[src/rtl/mips_pkg.sv]
// Shared MIPS-subset definitions: opcode/funct constants, NOP word,
// fetch-unit FSM states and instruction encoding helpers.
package mips_pkg;

    localparam logic [5:0] OP_RTYPE = 6'b000000;
    localparam logic [5:0] OP_LW    = 6'b000001;
    localparam logic [5:0] OP_SW    = 6'b000010;
    localparam logic [5:0] OP_BEQ   = 6'b000011;
    localparam logic [5:0] OP_J     = 6'b000100;
    localparam logic [5:0] OP_ADDI  = 6'b001000;
    localparam logic [5:0] OP_SUBI  = 6'b001001;

    localparam logic [5:0] FU_AND = 6'b000000;
    localparam logic [5:0] FU_OR  = 6'b000001;
    localparam logic [5:0] FU_ADD = 6'b000010;
    localparam logic [5:0] FU_SUB = 6'b000110;
    localparam logic [5:0] FU_SLT = 6'b000111;
    localparam logic [5:0] FU_NOR = 6'b001100;

    localparam logic [31:0] NOP_WORD = 32'h0;

    typedef enum logic [1:0] {
        S_EMPTY = 2'd0,
        S_LOAD  = 2'd1,
        S_RUN   = 2'd2
    } fetch_state_t;

    function automatic logic [31:0] enc_r(input logic [4:0] rs, input logic [4:0] rt,
                                          input logic [4:0] rd, input logic [5:0] funct);
        return {OP_RTYPE, rs, rt, rd, 5'd0, funct};
    endfunction

    function automatic logic [31:0] enc_i(input logic [5:0] op, input logic [4:0] rs,
                                          input logic [4:0] rt, input logic [15:0] imm);
        return {op, rs, rt, imm};
    endfunction

    function automatic logic [31:0] enc_j(input logic [5:0] op, input logic [25:0] target);
        return {op, target};
    endfunction

endpackage

[src/rtl/imem_fetch_unit_bank.sv]
// Instruction storage: one synchronous write port, one registered read port.
// The array itself is never reset; the read register holds when not enabled.
module imem_bank #(
    parameter  int DATA_W = 32,
    parameter  int DEPTH  = 32,
    localparam int IDX_W  = $clog2(DEPTH)
) (
    input  logic              clk,
    input  logic              we,
    input  logic [IDX_W-1:0]  waddr,
    input  logic [DATA_W-1:0] wdata,
    input  logic              re,
    input  logic [IDX_W-1:0]  raddr,
    output logic [DATA_W-1:0] rdata
);

    logic [DATA_W-1:0] mem [DEPTH];

    always_ff @(posedge clk) begin
        if (we) begin
            mem[waddr] <= wdata;
        end
        if (re) begin
            rdata <= mem[raddr];
        end
    end

endmodule

[src/rtl/imem_fetch_unit.sv]
// Loadable instruction memory: streams a program in over the load port, then
// serves 1-cycle-latency fetches with alignment and loaded-length checking.
module imem_fetch_unit
    import mips_pkg::*;
#(
    parameter  int DATA_W = 32,
    parameter  int ADDR_W = 32,
    parameter  int DEPTH  = 32,
    localparam int IDX_W  = $clog2(DEPTH)
) (
    input  logic              clk,
    input  logic              rst,
    input  logic              load_start,
    input  logic              load_valid,
    input  logic [DATA_W-1:0] load_data,
    input  logic              load_last,
    output logic              load_done,
    output logic              load_ovf,
    input  logic              fetch_req,
    input  logic [ADDR_W-1:0] fetch_addr,
    output logic              fetch_ready,
    output logic              ins_valid,
    output logic [DATA_W-1:0] ins,
    output logic              fetch_fault,
    output logic [IDX_W:0]    prog_len
);

    localparam logic [IDX_W:0] DEPTH_CNT = (IDX_W + 1)'(DEPTH);
    localparam logic [IDX_W:0] CNT_ONE   = (IDX_W + 1)'(1);

    fetch_state_t      state, state_next;
    logic [IDX_W:0]    wr_idx;
    logic              wr_full;
    logic              take_word;
    logic              load_end;
    logic              accept;
    logic              misaligned;
    logic              beyond;
    logic              fault;
    logic [ADDR_W-1:0] word_addr;
    logic              use_nop;
    logic [DATA_W-1:0] bank_rdata;

    assign wr_full    = (wr_idx == DEPTH_CNT);
    assign take_word  = (state == S_LOAD) && load_valid && !load_start;
    assign load_end   = take_word && load_last;
    assign accept     = fetch_req && fetch_ready;
    assign word_addr  = fetch_addr >> 2;
    assign misaligned = |fetch_addr[1:0];
    // Full word address is compared so out-of-range addresses never alias.
    assign beyond     = (word_addr >= ADDR_W'(prog_len));
    assign fault      = misaligned || beyond;

    always_ff @(posedge clk or posedge rst) begin
        if (rst) begin
            state <= S_EMPTY;
        end else begin
            state <= state_next;
        end
    end

    always_comb begin
        state_next = state;
        case (state)
            S_EMPTY: if (load_start) state_next = S_LOAD;
            S_LOAD:  if (load_end)   state_next = S_RUN;
            S_RUN:   if (load_start) state_next = S_LOAD;
            default:                 state_next = S_EMPTY;
        endcase
    end

    always_comb begin
        fetch_ready = (state == S_RUN) && !load_start;
    end

    always_ff @(posedge clk or posedge rst) begin
        if (rst) begin
            wr_idx    <= '0;
            prog_len  <= '0;
            load_ovf  <= 1'b0;
            load_done <= 1'b0;
        end else begin
            load_done <= load_end;
            if (load_start) begin
                wr_idx   <= '0;
                load_ovf <= 1'b0;
            end else if (take_word) begin
                if (wr_full) begin
                    load_ovf <= 1'b1;
                end else begin
                    wr_idx <= wr_idx + CNT_ONE;
                end
                if (load_last) begin
                    prog_len <= wr_full ? DEPTH_CNT : wr_idx + CNT_ONE;
                end
            end
        end
    end

    always_ff @(posedge clk or posedge rst) begin
        if (rst) begin
            ins_valid   <= 1'b0;
            fetch_fault <= 1'b0;
            use_nop     <= 1'b1;
        end else begin
            ins_valid <= accept;
            if (accept) begin
                fetch_fault <= fault;
                use_nop     <= fault;
            end
        end
    end

    // The bank read register has no reset, so a flag selects NOP until a good fetch lands.
    always_comb begin
        ins = use_nop ? DATA_W'(NOP_WORD) : bank_rdata;
    end

    imem_bank #(
        .DATA_W (DATA_W),
        .DEPTH  (DEPTH)
    ) u_bank (
        .clk   (clk),
        .we    (take_word && !wr_full),
        .waddr (wr_idx[IDX_W-1:0]),
        .wdata (load_data),
        .re    (accept && !fault),
        .raddr (fetch_addr[IDX_W+1:2]),
        .rdata (bank_rdata)
    );

endmodule

[config.mk]
export PLATFORM = sky130hd
export DESIGN_NAME = imem_fetch_unit
export DESIGN_NICKNAME = d
export VERILOG_FILES = /design/src/rtl/mips_pkg.sv /design/src/rtl/imem_fetch_unit_bank.sv /design/src/rtl/imem_fetch_unit.sv
export SDC_FILE = /design/constraint.sdc
export NUM_CORES = 1
export LEC_CHECK = 0
export ABC_AREA = 1
export CORE_MARGIN = 1.5
export CORE_UTILIZATION = 40
export DETAILED_ROUTE_END_ITERATION = 12
export HOLD_SLACK_MARGIN = 0.05
export PLACE_DENSITY = 0.52
export SYNTH_ARGS = -nofsm -noshare
export SYNTH_HDL_FRONTEND = slang
export SYNTH_SLANG_ARGS = --single-unit
[constraint.sdc]
create_clock -name clk -period 3.5 [get_ports clk]
set_input_delay 0.525 -clock clk [delete_from_list [all_inputs] [get_ports clk]]
set_output_delay 0.525 -clock clk [all_outputs]
set_load 0.01 [all_outputs]
==> results of run 1 <==
-- worst max path at each step --
stage                         to  depth (start not counted)
2_1_floorplan   u_bank.mem[0][0]                          7
3_3_place_gp   u_bank.mem[6][27]                          7
3_5_place_dp   u_bank.mem[7][29]                          7
4_1_cts                   ins[7]                          3
5_1_grt                   ins[7]                          3
6_report                 ins[14]                          3
-- cell usage in the layout, fill, tap and decap left out, drive strengths merged --
master,count
dfrtp,18
edfxtp,1056
inv,69
or2,3
nor2,88
and3,1
clkinv,44
a21oi,1
nand2,1480
dfstp,1
ha,10
bufinv,6
clkdlybuf4s50,107
o22ai,2
xor2,2
clkbuf,151
nand4,2
buf,140
nand3,781
a211oi,1
o21ai,10
clkinvlp,2
nor3,1
-- cell usage after synthesis, drive strengths merged --
master | count | share of area, %
a211oi | 1 | 0.017
a21oi | 1 | 0.011
and3 | 1 | 0.014
buf | 195 | 3.3
clkbuf | 28 | 0.25
dfrtp | 18 | 1.0
dfstp | 1 | 0.060
edfxtp | 1056 | 72
ha | 10 | 0.28
inv | 65 | 0.57
nand2 | 1480 | 13
nand3 | 781 | 8.9
nand4 | 2 | 0.028
nor2 | 88 | 0.77
nor3 | 1 | 0.011
o21ai | 10 | 0.11
o22ai | 2 | 0.028
or2 | 3 | 0.043
xor2 | 2 | 0.040
-- power breakdown --
part | internal (mW) | leakage, nW | total (mW) | switching [mW]
registers | 14.3 | 9.75 | 14.3 | 0.0683
clock network | 6.46 | 1.69 | 11.4 | 4.90
logic | 0.749 | 7.16 | 2.24 | 1.49
total | 21.5 | 18.6 | 27.9 | 6.46
-- worst max-delay path: cells and delay by family, from the launching register on --
family / cells / cell delay (ns)
flip-flops: 1 / 0.71
AND/OR/NAND/NOR: 1 / 0.08
buffers and inverters: 2 / 0.84
-- area by class of cell --
cell class	instances	share of cell area [%]
multi-input cells	2382	20.3
flip-flops and latches	1075	63.4
clock inverters	56	0.894
clock buffers	151	5.93
well taps	1414	3.48
repair buffers	247	5.47
inverters	65	0.559
-- sequential cells by signal (all words and copies together) (netlist names) --
signal        cells
wr_idx            6
u_bank.mem     1024
state             2
prog_len          6
load_ovf          1
ins_valid         1
fetch_fault       1
load_done         1
u_bank.rdata     32
use_nop           1
-- through the flow --
step / utilization [%] / std cells / setup WS, ns / instance area [µm²] / power (mW)
2_1_floorplan: - / 3745 / 0.469 / 44100 / 15.8
3_3_place_gp: 43.4 / 5183 / 0.597 / 47300 / 16.9
3_5_place_dp: 43.4 / 5183 / 0.576 / 47300 / 16.9
4_1_cts: 46.6 / 5390 / 0.565 / 50800 / 28.2
5_1_grt: 46.6 / 5390 / 0.562 / 50800 / 28.9
6_report: 46.6 / 5390 / 0.625 / 50800 / 27.9
-- kinds of logic after synthesis --
logic type               share of synthesized area, %
AO/OA/AOI/OAI                                   0.170
XOR/XNOR                                       0.0398
adder cells (fa/ha/maj)                         0.284
buffers and inverters                            4.10
flip-flops                                       73.0
AND/OR/NAND/NOR                                  22.4
-- per-layer routing --
metal  routed length [µm]  share of wire, %  track usage (%)  up-vias
met1                53400                44             29.9    13675
met2                56600                47             34.3      783
met4                 3590               3.0             6.73        4
met3                 6430               5.4             3.26      185
met5                   19             0.016                0        -
li1                     -                 -                -    13254
==> impl_summary.log, run 1 <==
[metrics] status: completed
[metrics] number of warnings reported in the yosys synthesis log: 0
[metrics] initial antenna violation count: 2
[metrics] buffer depth of the longest clock path: 3
[metrics] combined flip-flop and latch cell area: about 0.032 mm²
[metrics] net count after synthesis: ~3800
[metrics] IR Drop Worst-Case VDD: ~0.00037 V
[metrics] Total Negative Setup Slacks: 0 ns
[metrics] capturing point of the worst reg2reg path: u_bank.mem[7][29]
[metrics] maximum number of pins on one net before global-route repair: ~140
[metrics] fill cell total of the finished layout: just under 10000
[metrics] setup skew after layout: approximately 0.02 ns
[metrics] share of cells above drive strength 1: between 8 and 9%
[metrics] buffers inserted by post-CTS timing repair: 0
[metrics] average wire per standard cell: 22.3 µm
[metrics] hpwl dp: 66.6 mm
[metrics] number of rows created at floorplan: roughly 120
[metrics] Distinct cells, synth: 31
[metrics] Syn Area/Cell: roughly 12 µm²
[metrics] DIE AREA: between 0.1 and 0.15 mm²
[metrics] multi-input gate area in the final layout: a little over 0.01 mm²
[metrics] number of cells on the worst reg-to-reg path: 8
[metrics] smallest hold slack: 0.252 ns
[metrics] slack of the worst reg-to-reg path: roughly 0.94 ns
[metrics] pwr/cell area: 550 mW/mm²
[metrics] total iterations of the first detailed-routing run: 5
[metrics] slowest stage cell on the critical path: sky130_fd_sc_hd__dfstp_2
[metrics] boundary pin count: ~110
[metrics] height of the die: 335 µm
[metrics] fmax: around 0.35 GHz
[metrics] start-to-end type of the worst setup path: flip-flop to primary output
[metrics] Area Growth Syn to Fin: 15.3%
[metrics] relative max-transition margin: between 30% and 40%
[metrics] leakage dissipation: between 15 and 20 nW
[metrics] beginning of the worst register-to-register path: wr_idx[0]
[metrics] CTS-repair resized insts: 0
[metrics] DRC viols: 0
[metrics] minimum clock period: 2.87 ns
[metrics] H-tree Lvls: 3
[metrics] Slew Limit Fails: 0
[metrics] x dimension of the die: between 300 and 400 µm
[metrics] number of violations of the max-capacitance limit: 0
[metrics] Required @ worst endpoint: around 3.0 ns
[metrics] number of endpoints failing setup at the final stage: 0
[metrics] synthesized instance count: approximately 3700
[metrics] number of DRC markers in iteration 0: between 2000 and 3000
[metrics] nature of the critical path startpoint: flip-flop
[metrics] Worst Setup SP: use_nop
[metrics] first-pass GRT wire length: 178 mm
[metrics] Fin. Hold Viols: 0
[metrics] Tcrit/Tclk final: between 80 and 90%
[metrics] CTS Buf Count: 113
[metrics] number of antenna diodes: 0
[metrics] sequential element share of the synthesized area: around three quarters
[metrics] critical path capture point type: primary output
[metrics] Worst Max-Slew Pin Slew: 1.02 ns
[metrics] NumNets Final: slightly below 4000
[metrics] total global routing track utilization: between 20% and 30%
[metrics] critical path peak fanout: 18
[metrics] worst path cell trace: buf_4 > nor2_1 > clkdlybuf4s50_1
[metrics] HP Class: primary input to async pin
[metrics] clock tree sinks: 1075
[metrics] # port buffers: between 100 and 150
[metrics] worst endpoint data arrival time: roughly 2.4 ns
[metrics] mean number of vias per cell: around 5.2
[metrics] setup repair after global routing missed its margin: false
[metrics] number of storage elements in the synthesis netlist: 1075
[metrics] post-synthesis cell area: roughly 0.044 mm²
[metrics] aggregate routed wire length: 120 mm
[metrics] Final Wtd Congestion: slightly below 0.8
[metrics] clock insertion delay at the later pin of the skew report: slightly above 0.7 ns
[metrics] Clock Pin Slew Worst Setup and Hold Paths: around 0.050 ns
[metrics] CTS Root Cell: sky130_fd_sc_hd__clkbuf_16
[metrics] Max stage delay on crit path: roughly 0.71 ns
[metrics] overflow left after global routing: 0
[metrics] core area: ~0.11 mm²
[metrics] via count: roughly 28000
[metrics] TritonCTS clock tree: built
[metrics] effective utilization at floorplan: between 40% and 50%
[metrics] final antenna-violating net count: 0
[metrics] number of hold-repair buffers added at the cts stage: 0
[metrics] via count of the first global-routing pass: approximately 27000
(Power assumes the default switching activity.)
==> run 2, diff against run 1 <==
==> constraint.sdc (replaced) <==
create_clock -name clk -period 2.69 [get_ports clk]
set_input_delay 0.4035 -clock clk [delete_from_list [all_inputs] [get_ports clk]]
set_output_delay 0.4035 -clock clk [all_outputs]
set_load 0.01 [all_outputs]
==> impl_summary.log, run 2 (synthesis gave the netlist of run 1 again) <==
[metrics] share of cells above drive strength 1: 9.24% (+0.79 points)
[metrics] met3 track utilization from global routing: 3.30% (+0.035 points)
[metrics] commonest non-fill, non-tap cells in the layout: 1476 x sky130_fd_sc_hd__nand2_1, 1056 x sky130_fd_sc_hd__edfxtp_1, 781 x sky130_fd_sc_hd__nand3_1
[metrics] HP Class: primary input to async pin
[metrics] fmax: between 0.3 and 0.4 GHz
[metrics] Worst Max-Slew Pin Slew: 0.768 ns (-0.256 ns)
[metrics] total global routing track utilization: 22.0% (+0.62 points)
[metrics] average wire per standard cell: 22.8 µm (+2.4%)
[metrics] design internal power: 28.2 mW (+31%)
[metrics] boundary pin count: 113 (unchanged)
[metrics] number of rows created at floorplan: 121 (unchanged)
[metrics] clock network fraction of total power: 40.9% (+0.2 points)
[metrics] Tcrit/Tclk final: between 90% and 100%
[metrics] hpwl dp: 71.0 mm (+6.7%)
[metrics] final antenna-violating net count: 0 (unchanged)
[metrics] cell total after placement: 5214 (+0.60%)
[metrics] NumNets Final: 3996 (+0.81%)
[metrics] number of flip-flops under the largest register name: 1024 (unchanged)
[metrics] buffer depth of the longest clock path: 3 (unchanged)
[metrics] smallest hold slack: 0.141 ns (-0.111 ns)
[metrics] # port buffers: 112 (unchanged)
[metrics] buffers inserted by post-CTS timing repair: 0 (unchanged)
[metrics] Setup WS post-layout: 0.00335 ns (-0.622 ns)
[metrics] CTS Buf Count: 114 (+0.88%)
[metrics] Required @ worst endpoint: 2.29 ns (-0.68 ns)
[metrics] leakage dissipation: 19.0 nW (+2.2%)
[metrics] part of the total power dissipated in sequential elements: 50.9% (-0.4 points)
[metrics] total iterations of the first detailed-routing run: 5 (unchanged)
[metrics] Switching Fraction: 23.2% (about the same)
[metrics] effective utilization at floorplan: 40.4% (unchanged)
[metrics] final std cells w/o fill: 5420 (+0.56%)
[metrics] first-pass GRT wire length: 183 mm (+2.8%)
[metrics] number of DRC markers in iteration 0: 2475 (-1.1%)
[metrics] clock tree sinks: 1075 (unchanged)
[metrics] busiest layer in global routing: met2
[metrics] IR Drop Worst-Case VDD: 0.000508 V (+36%)
[metrics] Finished Cell Area: 0.0516 mm² (+1.5%)
[metrics] core area: 0.109 mm² (unchanged)
[metrics] status: completed
[metrics] setup skew after layout: 0.0259 ns (+0.00620 ns)
[metrics] number of endpoints failing setup at the final stage: 0 (unchanged)
[metrics] DIE AREA: 0.112 mm² (unchanged)
[metrics] worst endpoint data arrival time: 2.28 ns (-0.07 ns)
[metrics] fill cell total of the finished layout: 9955 (+0.99%)
[metrics] H-tree Lvls: 3 (unchanged)
[metrics] nature of the critical path startpoint: flip-flop
[metrics] placement-stage worst setup slack: 0.211 ns (-0.365 ns)
[metrics] critical path capture point type: primary output
[metrics] Total Negative Setup Slacks: 0 ns (unchanged)
[metrics] CTS Root Cell: sky130_fd_sc_hd__clkbuf_16
[metrics] relative max-transition margin: 48.7% (+17 points)
[metrics] mean number of vias per cell: 5.21 (+0.60%)
[metrics] Clock Pin Slew Worst Setup and Hold Paths: 0.06 ns (about the same)
[metrics] TritonCTS clock tree: built
[metrics] logic gate share of total power: 8.2% (+0.2 points)
[metrics] critical path peak fanout: 6 (-12)
[metrics] Area Growth Syn to Fin: 17.0%
[metrics] maximum number of pins on one net before global-route repair: 90 (-37%)
[metrics] initial antenna violation count: 3 (+1)
[metrics] net switching power: 8.49 mW (+31%)
[metrics] overflow left after global routing: 0 (unchanged)
[metrics] Global Route met1 Usage: 30.7% (+0.81 points)
[metrics] met2 Use GR: 35.9% (+1.6 points)
[metrics] height of the die: 335 µm (unchanged)
[metrics] clock insertion delay at the later pin of the skew report: 0.71 ns (about the same)
[metrics] x dimension of the die: 335 µm (unchanged)
[metrics] most common cell after layout, fill and taps aside: sky130_fd_sc_hd__nand2_1
[metrics] Final Wtd Congestion: 0.806 (+4.1%)
[metrics] number of antenna diodes: 0 (unchanged)
[metrics] start-to-end type of the worst setup path: flip-flop to primary output
[metrics] pwr/cell area: 711 mW/mm² (+29%)
[metrics] final core utilization: 47.3% (+0.69 points)
[metrics] area of placed instances: 0.0480 mm² (+1.4%)
[metrics] aggregate routed wire length: 124 mm (+3.0%)
[metrics] largest register by flop count: u_bank.mem
[metrics] via count: 28225 (+1.2%)
[metrics] number of violations of the max-capacitance limit: 0 (unchanged)
[metrics] largest registers: u_bank.mem (1024), u_bank.rdata (32)
[metrics] minimum clock period: ~2.7 ns
[metrics] setup repair after global routing missed its margin: true
[metrics] DRC viols: 0 (unchanged)
[metrics] total power of the final layout: 36.7 mW (+31%)
[metrics] Slew Limit Fails: 0 (unchanged)
[metrics] via count of the first global-routing pass: 27442 (+1.7%)
[metrics] Fin. Hold Viols: 0 (unchanged)
run 2: changes by cell type in the layout (fill, tap and decap cells not counted), sizes merged:
cell           change
buf               +31
clkdlybuf4s50      -8
dlymetal6s2s       +8
clkbuf             +4
clkinv             -2
inv                -2
clkinvlp           -1
run 2: worst paths after layout:
check,start,to,slack [ns],depth (start not counted)
setup / recovery,use_nop,ins[11],0.003,2
hold / removal,rst,prog_len[0],0.14,2
setup reg to reg,wr_idx[0],u_bank.mem[4][31],0.36,9
hold reg to reg,state[0],state[0],0.51,1
max in group asynchronous,rst,ins_valid,2.06,2
min in group clk,fetch_req,ins_valid,0.30,3
run 2: power groups by stage:
| stage | clock network [mW] | logic (mW) | registers [mW] |
|---|---|---|---|
| CTS | 15.3 | 3.04 | 18.7 |
| floorplan | 0 | 1.56 | 19.0 |
| finish | 15.0 | 2.99 | 18.7 |
| detailed placement | 0 | 3.01 | 19.0 |
| global placement | 0 | 3.01 | 19.0 |
| global route | 15.9 | 3.28 | 18.7 |
run 2: critical path, stage by stage (launching register included):
cell and delay (ns):
sky130_fd_sc_hd__dfstp_4 0.57, sky130_fd_sc_hd__nor2_1 0.39, sky130_fd_sc_hd__clkdlybuf4s50_1 0.63
run 2: layout make-up:
class / count / area (µm²) / share of cell area [%]
Clock buffer: 155 / 3090 / 5.99
Clock inverter: 51 / 429 / 0.832
Inverter: 65 / 284 / 0.551
Multi-Input combinational cell: 2382 / 10300 / 20.0
Sequential cell: 1075 / 32200 / 62.4
Tap cell: 1414 / 1770 / 3.43
Timing Repair Buffer: 278 / 3470 / 6.73
run 2: metal layers:
metal,share of wire [%],up-vias
li1,-,13333
met2,48,789
met1,45,13933
met5,0,-
met4,2.5,0
met3,5.3,170
run 2: what timing repair did:
action,in CTS,in global routing
gates resized for setup,4,10
endpoints found under the setup margin,31,30
hold buffers,0,0
cloned,0,0
